### src/rtl/instruction_fetch_unit_pkg.sv
// Shared widths, constants and helpers for the instruction fetch unit.
// The PC wrap mask assumes the instruction memory size is a power of two.
package fetch_pkg;

    localparam int unsigned INSTR_W = 32'd32;
    localparam int unsigned ADDR_W  = 32'd32;

    localparam logic [ADDR_W-1:0]  PC_STEP   = 32'd4;
    localparam logic [INSTR_W-1:0] NOP_INSTR = 32'd0;

    // Valid only for power-of-two memory sizes; ANDing with it gives PC mod size.
    function automatic logic [ADDR_W-1:0] pc_wrap_mask(input int unsigned mem_bytes);
        logic [ADDR_W-1:0] mask_v;
        mask_v = ADDR_W'(mem_bytes - 32'd1);
        return mask_v;
    endfunction

endpackage

### src/rtl/instruction_fetch_unit_if.sv
// Bundle of the instruction-memory read port and the decode-side handshake.
// master = fetch unit, slave = memory plus decode.
interface instruction_fetch_unit_if
    import fetch_pkg::*;
#(
    parameter int unsigned INSTR_W = fetch_pkg::INSTR_W,
    parameter int unsigned ADDR_W  = fetch_pkg::ADDR_W
);

    logic [ADDR_W-1:0]  imem_addr;
    logic               imem_en;
    logic [INSTR_W-1:0] imem_data;
    logic               out_valid;
    logic               out_ready;
    logic [INSTR_W-1:0] out_instr;
    logic [ADDR_W-1:0]  out_pc;

    modport master (
        output imem_addr,
        output imem_en,
        input  imem_data,
        output out_valid,
        input  out_ready,
        output out_instr,
        output out_pc
    );

    modport slave (
        input  imem_addr,
        input  imem_en,
        output imem_data,
        input  out_valid,
        output out_ready,
        input  out_instr,
        input  out_pc
    );

endinterface

### src/rtl/instruction_fetch_unit_skid.sv
// One-entry (instr, pc) holding register that catches the in-flight word
// when decode is not ready; flush drops it without touching the payload.
module fetch_skid_buffer
    import fetch_pkg::*;
#(
    parameter int unsigned INSTR_W = fetch_pkg::INSTR_W
) (
    input  logic               clk,
    input  logic               rst,
    input  logic               flush,
    input  logic               load,
    input  logic               clear,
    input  logic [INSTR_W-1:0] load_instr,
    input  logic [ADDR_W-1:0]  load_pc,
    output logic               skid_v,
    output logic [INSTR_W-1:0] skid_instr,
    output logic [ADDR_W-1:0]  skid_pc
);

    // Holding register: reset, flush, load and drain with that priority.
    always_ff @(posedge clk) begin
        if (rst) begin
            skid_v     <= 1'b0;
            skid_instr <= {INSTR_W{1'b0}};
            skid_pc    <= {ADDR_W{1'b0}};
        end else if (flush) begin
            skid_v     <= 1'b0;
            skid_instr <= skid_instr;
            skid_pc    <= skid_pc;
        end else if (load) begin
            skid_v     <= 1'b1;
            skid_instr <= load_instr;
            skid_pc    <= load_pc;
        end else if (clear) begin
            skid_v     <= 1'b0;
            skid_instr <= skid_instr;
            skid_pc    <= skid_pc;
        end else begin
            skid_v     <= skid_v;
            skid_instr <= skid_instr;
            skid_pc    <= skid_pc;
        end
    end

endmodule

### src/rtl/instruction_fetch_unit.sv
// Instruction fetch: owns the PC, issues reads to a registered-read memory,
// pairs returned words with their PC and hands them to decode with one skid slot.
module instruction_fetch_unit
    import fetch_pkg::*;
#(
    parameter logic [31:0] RESET_PC  = 32'd0,
    parameter int unsigned MEM_BYTES = 32'd128,
    parameter int unsigned INSTR_W   = fetch_pkg::INSTR_W
) (
    input  logic                      clk,
    input  logic                      rst,
    input  logic                      stall,
    input  logic                      redirect_valid,
    input  logic [31:0]               redirect_pc,
    instruction_fetch_unit_if.master  bus,
    output logic                      redirect_misaligned
);

    localparam logic [ADDR_W-1:0] PC_MASK = pc_wrap_mask(MEM_BYTES);

    logic [ADDR_W-1:0]  pc_r;
    logic               infl_v_r;
    logic [ADDR_W-1:0]  infl_pc_r;
    logic               redirect_misaligned_r;

    logic               issue_s;
    logic [ADDR_W-1:0]  pc_next_s;
    logic [ADDR_W-1:0]  redirect_target_s;
    logic               skid_load_s;
    logic               skid_clear_s;
    logic               skid_v_s;
    logic [INSTR_W-1:0] skid_instr_s;
    logic [ADDR_W-1:0]  skid_pc_s;
    logic               out_valid_s;
    logic [INSTR_W-1:0] out_instr_s;
    logic [ADDR_W-1:0]  out_pc_s;

    // Issue only when both the skid and the in-flight slot can make room this cycle.
    always_comb begin
        issue_s           = 1'b0;
        pc_next_s         = (pc_r + PC_STEP) & PC_MASK;
        redirect_target_s = {redirect_pc[31:2], 2'b00} & PC_MASK;
        if (rst || redirect_valid || stall) begin
            issue_s = 1'b0;
        end else if ((!skid_v_s || bus.out_ready) && (!infl_v_r || bus.out_ready)) begin
            issue_s = 1'b1;
        end else begin
            issue_s = 1'b0;
        end
    end

    // PC, in-flight tag and misalignment flag; redirect discards the in-flight word.
    always_ff @(posedge clk) begin
        if (rst) begin
            pc_r                  <= RESET_PC;
            infl_v_r              <= 1'b0;
            infl_pc_r             <= {ADDR_W{1'b0}};
            redirect_misaligned_r <= 1'b0;
        end else if (redirect_valid) begin
            pc_r                  <= redirect_target_s;
            infl_v_r              <= 1'b0;
            infl_pc_r             <= infl_pc_r;
            redirect_misaligned_r <= |redirect_pc[1:0];
        end else if (issue_s) begin
            pc_r                  <= pc_next_s;
            infl_v_r              <= 1'b1;
            infl_pc_r             <= pc_r;
            redirect_misaligned_r <= redirect_misaligned_r;
        end else begin
            pc_r                  <= pc_r;
            infl_v_r              <= 1'b0;
            infl_pc_r             <= infl_pc_r;
            redirect_misaligned_r <= redirect_misaligned_r;
        end
    end

    // Skid catches the word arriving while decode is busy.
    always_comb begin
        skid_load_s  = infl_v_r && !bus.out_ready && !redirect_valid;
        skid_clear_s = skid_v_s && bus.out_ready;
    end

    fetch_skid_buffer #(
        .INSTR_W (INSTR_W)
    ) u_skid (
        .clk        (clk),
        .rst        (rst),
        .flush      (redirect_valid),
        .load       (skid_load_s),
        .clear      (skid_clear_s),
        .load_instr (bus.imem_data),
        .load_pc    (infl_pc_r),
        .skid_v     (skid_v_s),
        .skid_instr (skid_instr_s),
        .skid_pc    (skid_pc_s)
    );

    // Output mux: the skid is always older than anything in flight.
    always_comb begin
        out_instr_s = INSTR_W'(NOP_INSTR);
        out_pc_s    = {ADDR_W{1'b0}};
        if (skid_v_s) begin
            out_instr_s = skid_instr_s;
            out_pc_s    = skid_pc_s;
        end else if (infl_v_r) begin
            out_instr_s = bus.imem_data;
            out_pc_s    = infl_pc_r;
        end else begin
            out_instr_s = INSTR_W'(NOP_INSTR);
            out_pc_s    = {ADDR_W{1'b0}};
        end
        out_valid_s = (skid_v_s || infl_v_r) && !redirect_valid;
    end

    assign bus.imem_addr       = pc_r;
    assign bus.imem_en         = issue_s;
    assign bus.out_valid       = out_valid_s;
    assign bus.out_instr       = out_instr_s;
    assign bus.out_pc          = out_pc_s;
    assign redirect_misaligned = redirect_misaligned_r;

endmodule

### src/flat_wrapper.sv
// flat-port wrapper written by rule: the top's interface ports become plain ports
module instruction_fetch_unit_flat import fetch_pkg::*;
#(
    parameter logic [31:0] RESET_PC  = 32'd0,
    parameter int unsigned MEM_BYTES = 32'd128,
    parameter int unsigned INSTR_W   = fetch_pkg::INSTR_W
)
  (clk, rst, stall, redirect_valid, redirect_pc, redirect_misaligned, bus_imem_addr, bus_imem_en, bus_imem_data, bus_out_valid, bus_out_ready, bus_out_instr, bus_out_pc);
  instruction_fetch_unit_if #(.INSTR_W(INSTR_W)) bus_i ();
  input  logic clk;
  input  logic rst;
  input  logic stall;
  input  logic redirect_valid;
  input  logic [31:0] redirect_pc;
  output logic redirect_misaligned;
  output wire logic [$bits(bus_i.imem_addr)-1:0] bus_imem_addr;
  output wire logic [$bits(bus_i.imem_en)-1:0] bus_imem_en;
  input wire logic [$bits(bus_i.imem_data)-1:0] bus_imem_data;
  output wire logic [$bits(bus_i.out_valid)-1:0] bus_out_valid;
  input wire logic [$bits(bus_i.out_ready)-1:0] bus_out_ready;
  output wire logic [$bits(bus_i.out_instr)-1:0] bus_out_instr;
  output wire logic [$bits(bus_i.out_pc)-1:0] bus_out_pc;
  assign bus_imem_addr = bus_i.imem_addr;
  assign bus_imem_en = bus_i.imem_en;
  assign bus_i.imem_data = bus_imem_data;
  assign bus_out_valid = bus_i.out_valid;
  assign bus_i.out_ready = bus_out_ready;
  assign bus_out_instr = bus_i.out_instr;
  assign bus_out_pc = bus_i.out_pc;
  instruction_fetch_unit #(.RESET_PC(RESET_PC), .MEM_BYTES(MEM_BYTES), .INSTR_W(INSTR_W)) u_core (.clk(clk), .rst(rst), .stall(stall), .redirect_valid(redirect_valid), .redirect_pc(redirect_pc), .bus(bus_i), .redirect_misaligned(redirect_misaligned));
endmodule
### config.mk
export PLATFORM = sky130hd
export DESIGN_NAME = instruction_fetch_unit_flat
export DESIGN_NICKNAME = d
export VERILOG_FILES = /design/src/rtl/instruction_fetch_unit_pkg.sv /design/src/rtl/instruction_fetch_unit_if.sv /design/src/rtl/instruction_fetch_unit_skid.sv /design/src/rtl/instruction_fetch_unit.sv /design/src/flat_wrapper.sv
export SDC_FILE = /design/constraint.sdc
export NUM_CORES = 1
export LEC_CHECK = 0
export BUFFER_PORTS_ARGS = -buffer_cell sky130_fd_sc_hd__buf_4
export CAP_MARGIN = 15
export CORE_UTILIZATION = 34
export CTS_BUF_LIST = sky130_fd_sc_hd__clkbuf_16
export DETAILED_ROUTE_END_ITERATION = 10
export MAX_ROUTING_LAYER = met4
export PLACE_DENSITY = 0.77
export SYNTH_ARGS = -nofsm -noshare
export SYNTH_HDL_FRONTEND = slang
export SYNTH_SLANG_ARGS = --single-unit
export TNS_END_PERCENT = 20
### constraint.sdc
create_clock -name clk -period 2.2 [get_ports clk]
set_input_delay 0.22 -clock clk [delete_from_list [all_inputs] [get_ports clk]]
set_output_delay 0.22 -clock clk [all_outputs]
set_load 0.05 [all_outputs]
Word level (Yosys, flattened, before mapping)
Index checks and enable logic that the tools add are counted.
{ "word_totals": {"ram_bits": 0, "rom_bits": 0, "elab_cells": 41, "latchBits": 0, "n_memories": 0, "in_bits": 69, "out_inout_bits": 99, "register_bits": 56} }
{ "classes": {"reduce_logical": 20, "bitwise_logic": 1, "addsub": 1, "multipliers": 0, "n_eq_ne": 0, "muxes": 11, "order_cmp": 0, "div_mod_pow": 0, "shifts": 0} }
{ "ops": {"columns": ["op", "count"], "rows": [
  ["$mux W32", 3],
  ["$mux W7", 3],
  ["$add A7 B3 Y7 const B", 1],
  ["$logic_and A1 B1 Y1", 5],
  ["$logic_or A1 B1 Y1", 5],
  ["$mux W1", 5],
  ["$logic_not A1 Y1", 4],
  ["$reduce_and A2 Y1", 2],
  ["$reduce_bool A2 Y1", 2],
  ["$reduce_or A2 Y1", 2],
  ["$not A1 Y1", 1]
]} }

Logic depth before layout (Yosys ltp)
{ "depth": {"word_depth": 7, "depth_mapped": 5, "depth_no_buf": 4} }

By module
Synthesis repeated with hierarchy kept, for this count alone.
{ "unflattened": {"cells_unflattened": 482, "hier_area_um2": 4618.2} }
{ "modules_own_cells": {"columns": ["module", "area_per_inst_um2", "cells_per_inst", "n_inst", "seq_area_each_um2"], "rows": [
  ["fetch_skid_buffer", 3268.1, 296, 1, 1301.2],
  ["instruction_fetch_unit", 1350.0, 186, 1, 240.2]
]} }

Least setup slack after synthesis
No wires, ideal clock.
{ "synth_timing": {"kind": "register to output", "startpoint": "reg u_core.infl_v_r", "endpoint": "out bus_out_instr[23]", "arrival_ps": 2096, "required_time_ps": 1980, "path_slack_ps": -116, "path_stages_with_launch": 5, "path_cell_list": "dfxtp_1 > clkbuf_1 > buf_1 > nand2_1 > o21ai_0"} }
{ "synth_via": {"elab_chain_len": 2} }
{ "synth_lines": {"columns": ["element", "line", "text"], "rows": [
  ["from (decl)", "instruction_fetch_unit.sv:22", "logic infl_v_r;"],
  ["from (signal assigned)", "instruction_fetch_unit.sv:56", "infl_v_r <= 1'b0;"],
  ["from (signal assigned)", "instruction_fetch_unit.sv:61", "infl_v_r <= 1'b0;"],
  ["from (signal assigned)", "instruction_fetch_unit.sv:66", "infl_v_r <= 1'b1;"],
  ["$mux W32", "instruction_fetch_unit.sv:105", "end else if (infl_v_r) begin"],
  ["$mux W32", "instruction_fetch_unit.sv:102", "if (skid_v_s) begin"],
  ["to (decl)", "flat_wrapper.sv:21", "output wire logic [$bits(bus_i.out_instr)-1:0] bus_out_instr;"]
]} }
No other way between the ends.

Worst setup path in the final report
{ "layout_timing": {"startpoint": "reg u_core.infl_v_r", "endpoint": "out bus_imem_en"} }
{ "layout_via": {"elab_chain_len": 5} }
{ "layout_lines": {"columns": ["element", "line", "text"], "rows": [
  ["$logic_not A1 Y1", "instruction_fetch_unit.sv:45", "end else if ((!skid_v_s || bus.out_ready) && (!infl_v_r || bus.out_ready)) begin"],
  ["$logic_or A1 B1 Y1", "instruction_fetch_unit.sv:45", null],
  ["$logic_and A1 B1 Y1", "instruction_fetch_unit.sv:45", null],
  ["$mux W1", "instruction_fetch_unit.sv:45", null],
  ["$mux W1", "instruction_fetch_unit.sv:43", "if (rst || redirect_valid || stall) begin"],
  ["to (decl)", "flat_wrapper.sv:17", "output wire logic [$bits(bus_i.imem_en)-1:0] bus_imem_en;"]
]} }
No other way between the ends.

==> report_table.html <==
<table>
<tr><th>Metric</th><th>Value</th></tr>
<tr><th colspan="2">Status</th></tr>
<tr><td>Result of the run</td><td>finished, final reports clean</td></tr>
<tr><th colspan="2">Power and ir drop</th></tr>
<tr><td>Power per Cell Area</td><td>661.0 mW/mm^2</td></tr>
<tr><td>Leakage Power</td><td>between 1 and 1.5 nW</td></tr>
<tr><td>VDD IR max</td><td>0.2830 mV</td></tr>
<tr><th colspan="2">GRT</th></tr>
<tr><td>Met1 track utilization from global routing</td><td>17.54%</td></tr>
<tr><td>Via count of the first global-routing pass</td><td>approximately 2300</td></tr>
<tr><td>First-pass GRT wire length</td><td>around 10000 um</td></tr>
<tr><td>Global route hottest layer</td><td>met2</td></tr>
<tr><td>GR Layer Usage met3</td><td>2.956%</td></tr>
<tr><td>Largest net degree at the start of global routing</td><td>47</td></tr>
<tr><td>GRT overflow</td><td>0</td></tr>
<tr><td>Antenna violations before repair</td><td>0</td></tr>
<tr><td>GRT Resource Usage Total</td><td>about 15%</td></tr>
<tr><td>Global Route met2 Usage</td><td>a little over a quarter</td></tr>
<tr><th colspan="2">Routing</th></tr>
<tr><td>DRC violation count after routing</td><td>0</td></tr>
<tr><td>Drt total wl</td><td>just over 6000 um</td></tr>
<tr><td>Average wire per cell in the routed design</td><td>10.55 um</td></tr>
<tr><td>Detailed Route Iter0 Violations</td><td>99</td></tr>
<tr><td>Vias per cell</td><td>4.556</td></tr>
<tr><td>Count of nets left with antenna violations after detail routing</td><td>0</td></tr>
<tr><td>Detailed-router iteration count before antenna repair</td><td>4</td></tr>
<tr><td>Vias post-DR</td><td>about 2700</td></tr>
<tr><th colspan="2">Worst setup path</th></tr>
<tr><td>Source of the worst register-to-register timing path</td><td>u_core.infl_v_r</td></tr>
<tr><td>Critical setup path kind</td><td>reg2out</td></tr>
<tr><td>Type of destination of the critical path</td><td>output pin</td></tr>
<tr><td>Peak fanout along the critical path</td><td>23</td></tr>
<tr><td>Critical Path Sink</td><td>bus_imem_en</td></tr>
<tr><td>Worst flop-to-flop path endpoint</td><td>u_core.bus.imem_addr[5]</td></tr>
<tr><td>Startpoint Class</td><td>flop</td></tr>
<tr><td>Worst R2R Setup Slack</td><td>600 ps</td></tr>
<tr><td>Reg2Reg Depth</td><td>4</td></tr>
<tr><td>Signal arrival time at the worst endpoint</td><td>~1500 ps</td></tr>
<tr><td>Crit path required time</td><td>around 2000 ps</td></tr>
<tr><td>Start point of the critical path</td><td>u_core.infl_v_r</td></tr>
<tr><th colspan="2">Final layout</th></tr>
<tr><td>Synth-to-Final Area Change</td><td>25.32%</td></tr>
<tr><td>Layout Cells excl Fill</td><td>588</td></tr>
<tr><td>Total Nets Final</td><td>555</td></tr>
<tr><td>Antenna cells</td><td>0</td></tr>
<tr><td>Commonest non-fill, non-tap cells in the layout</td><td>150 x nand2_1, 95 x buf_4, 54 x conb_1</td></tr>
<tr><td>Most frequent standard cell in the layout excluding fill and tap cells</td><td>nand2_1</td></tr>
<tr><td>Ratio of cells with drive above 1 in the final layout</td><td>22.22%</td></tr>
<tr><th colspan="2">Worst hold path</th></tr>
<tr><td>Class of the worst hold path</td><td>in2reg</td></tr>
<tr><th colspan="2">Floorplan</th></tr>
<tr><td>Starting Density</td><td>a little over a third</td></tr>
<tr><td>Top-level I/O count</td><td>between 150 and 200</td></tr>
<tr><td>Core Rows</td><td>32</td></tr>
<tr><td>Core area</td><td>0.007807 sq mm</td></tr>
<tr><td>Die footprint</td><td>0.008535 sq mm</td></tr>
<tr><td>Die height</td><td>92.39 um</td></tr>
<tr><td>Chip width</td><td>92.39 um</td></tr>
<tr><th colspan="2">Clocking</th></tr>
<tr><td>Hold buffers post-CTS</td><td>0</td></tr>
<tr><td>Maximum buffer depth of the clock tree</td><td>2</td></tr>
<tr><td>CTS H-tree depth</td><td>2</td></tr>
<tr><td>CTS Sinks</td><td>50</td></tr>
<tr><td>Clock tree from TritonCTS</td><td>yes</td></tr>
<tr><td>Clk_lat worst skew</td><td>290 ps</td></tr>
<tr><td>Post-CTS Setup Bufs</td><td>0</td></tr>
<tr><td>Clock-pin transition on the worst setup and hold timing paths</td><td>70 ps</td></tr>
<tr><td>Root buffer cell</td><td>clkbuf_16</td></tr>
<tr><td>Post-cts sizing count</td><td>0</td></tr>
<tr><td>Number of buffers created by CTS</td><td>5</td></tr>
<tr><th colspan="2">Yosys</th></tr>
<tr><td>Dominant cells by area after synthesis</td><td>dfxtp_1 36%, nand2_1 20%, buf_4 15%</td></tr>
<tr><td>Number of instances in the synthesized netlist</td><td>412</td></tr>
<tr><td>Cell variety after synth</td><td>29</td></tr>
<tr><td>Leading area contributor after synthesis</td><td>dfxtp_1</td></tr>
<tr><td>Flip-flop and latch count after synthesis</td><td>50</td></tr>
<tr><td>Yosys Warn Count</td><td>0</td></tr>
<tr><td>Sequential share of the synthesized area</td><td>36.04%</td></tr>
<tr><td>Top cell type's share of synthesized area</td><td>36.04%</td></tr>
<tr><td>Mapped Avg Cell Area</td><td>6.742 sq um</td></tr>
<tr><td>Mapped cell area</td><td>0.002778 sq mm</td></tr>
<tr><th colspan="2">STA</th></tr>
<tr><td>Final critical-path required period</td><td>1712 ps</td></tr>
<tr><td>Final hold violation count</td><td>0</td></tr>
<tr><td>Slew margin rel.</td><td>between 40% and 50%</td></tr>
<tr><td>Setup tns final</td><td>0 ps</td></tr>
<tr><td>Tcrit/Tclk final</td><td>between 70% and 80%</td></tr>
<tr><td>Maximum clock rate</td><td>just under 600 MHz</td></tr>
<tr><td>Worst Max-Slew Pin Slew</td><td>777.4 ps</td></tr>
<tr><td>Setup ws final</td><td>487.6 ps</td></tr>
<tr><td>Setup repair after global routing missed its margin</td><td>no</td></tr>
<tr><td>Total count of max-transition violations in the final report</td><td>0</td></tr>
<tr><td>Tightest hold margin</td><td>roughly 140 ps</td></tr>
<tr><td>Number of setup violations in the final report</td><td>0</td></tr>
<tr><td>Worst clock skew on the final layout</td><td>a little over 6 ps</td></tr>
<tr><th colspan="2">Job</th></tr>
<tr><td>Max-cap violations</td><td>0</td></tr>
<tr><th colspan="2">Placement</th></tr>
<tr><td>Final weighted congestion of routability-driven global placement</td><td>around 0.87</td></tr>
<tr><td>Port bufs</td><td>88</td></tr>
<tr><td>Detailed Place HPWL</td><td>4481 um</td></tr>
<tr><td>Placed Cells incl. Taps</td><td>580</td></tr>
<tr><td>DP Worst Slack</td><td>559.7 ps</td></tr>
</table>
[cells by family after synthesis]
group                    count (synthesis)  share of synthesized area, %
adder cells (fa/ha/maj)                  1                        0.4504
other                                    1                        0.1350
AND/OR/NAND/NOR                        176                         25.50
buffers and inverters                   86                         19.05
flip-flops                              50                         36.04
AO/OA/AOI/OAI                           98                         18.83
[cell type report]
class,instances,area (sq um)
fill,808,4327
multi-input combinational,329,1453
sequential,50,1002
timing repair buffer,95,713.2
tap,102,127.6
clock buffer,5,125.1
clock inverter,3,45.04
inverter,4,15.01
[power breakdown]
| part | total, W | leakage (nW) | internal (W) | switching (W) |
|---|---|---|---|---|
| logic | 0.000497 | 0.949 | 0.000111 | 0.000386 |
| registers | 0.000938 | 0.406 | 0.000923 | 0.0000149 |
| clock network | 0.000866 | 0.0760 | 0.000536 | 0.000330 |
[metal layers]
| layer | up-vias | part of all wire, % | routed length [um] |
|---|---|---|---|
| met3 | 5 | 6.2 | 384 |
| li1 | 1378 | - | - |
| met2 | 100 | 49 | 3042 |
| met1 | 1196 | 44 | 2733 |
| met5 | - | 0 | 0 |
| met4 | 0 | 0.71 | 44 |
[synth_stat cells]
cell type and count:
o21ai_0 44, clkbuf_2 2, or3b_2 1, a21oi_1 43, nand2_1 150, nand3_1 8, inv_1 4, a311oi_1 2
conb_1 1, ha_1 1, nor2_1 8, or3_1 2, and4_1 1, buf_1 1, or2_2 1, nor4_1 1
nor3_1 1, or4_1 2, o21ba_2 1, buf_2 1, o311ai_0 2, o21bai_1 1, dfxtp_1 50, a31oi_1 3
o31a_1 1, a211oi_1 1, clkbuf_1 24, nor3b_2 1, buf_4 54
[worst min-delay path by stage]
stage / from / to / slack (ps) / cells past startpoint
2_1_floorplan: bus_out_ready / u_core.u_skid.skid_v / 300 / 1
3_3_place_gp: bus_out_ready / u_core.u_skid.skid_v / 430 / 2
3_5_place_dp: bus_out_ready / u_core.u_skid.skid_v / 440 / 2
4_1_cts: bus_out_ready / u_core.u_skid.skid_v / 130 / 2
5_1_grt: bus_out_ready / u_core.u_skid.skid_v / 130 / 2
6_report: bus_out_ready / u_core.u_skid.skid_v / 140 / 2
[flip-flops by register name (all words and copies together), names as in the netlist]
name,count
u_core.u_skid.skid_pc,5
u_core.bus.imem_addr,5
u_core.infl_pc_r,5
u_core.u_skid.skid_instr,32
u_core.infl_v_r,1
u_core.redirect_misaligned,1
u_core.u_skid.skid_v,1
[critical path, cell delays in order, from the launching register on]
cell and delay (ps):
dfxtp_1 350, buf_4 260, o21ba_2 320, nor2_1 80
buf_4 190
[through the flow]
step	total power, W	utilization [%]	area (sq um)
final	0.002301	44.58	3481
after floorplan	0.001400	-	2977
after CTS	0.002335	44.58	3481
after global routing	0.002403	44.58	3481
after global placement	0.001450	42.40	3311
after detailed placement	0.001455	42.40	3311
(Power assumes the default switching activity.)
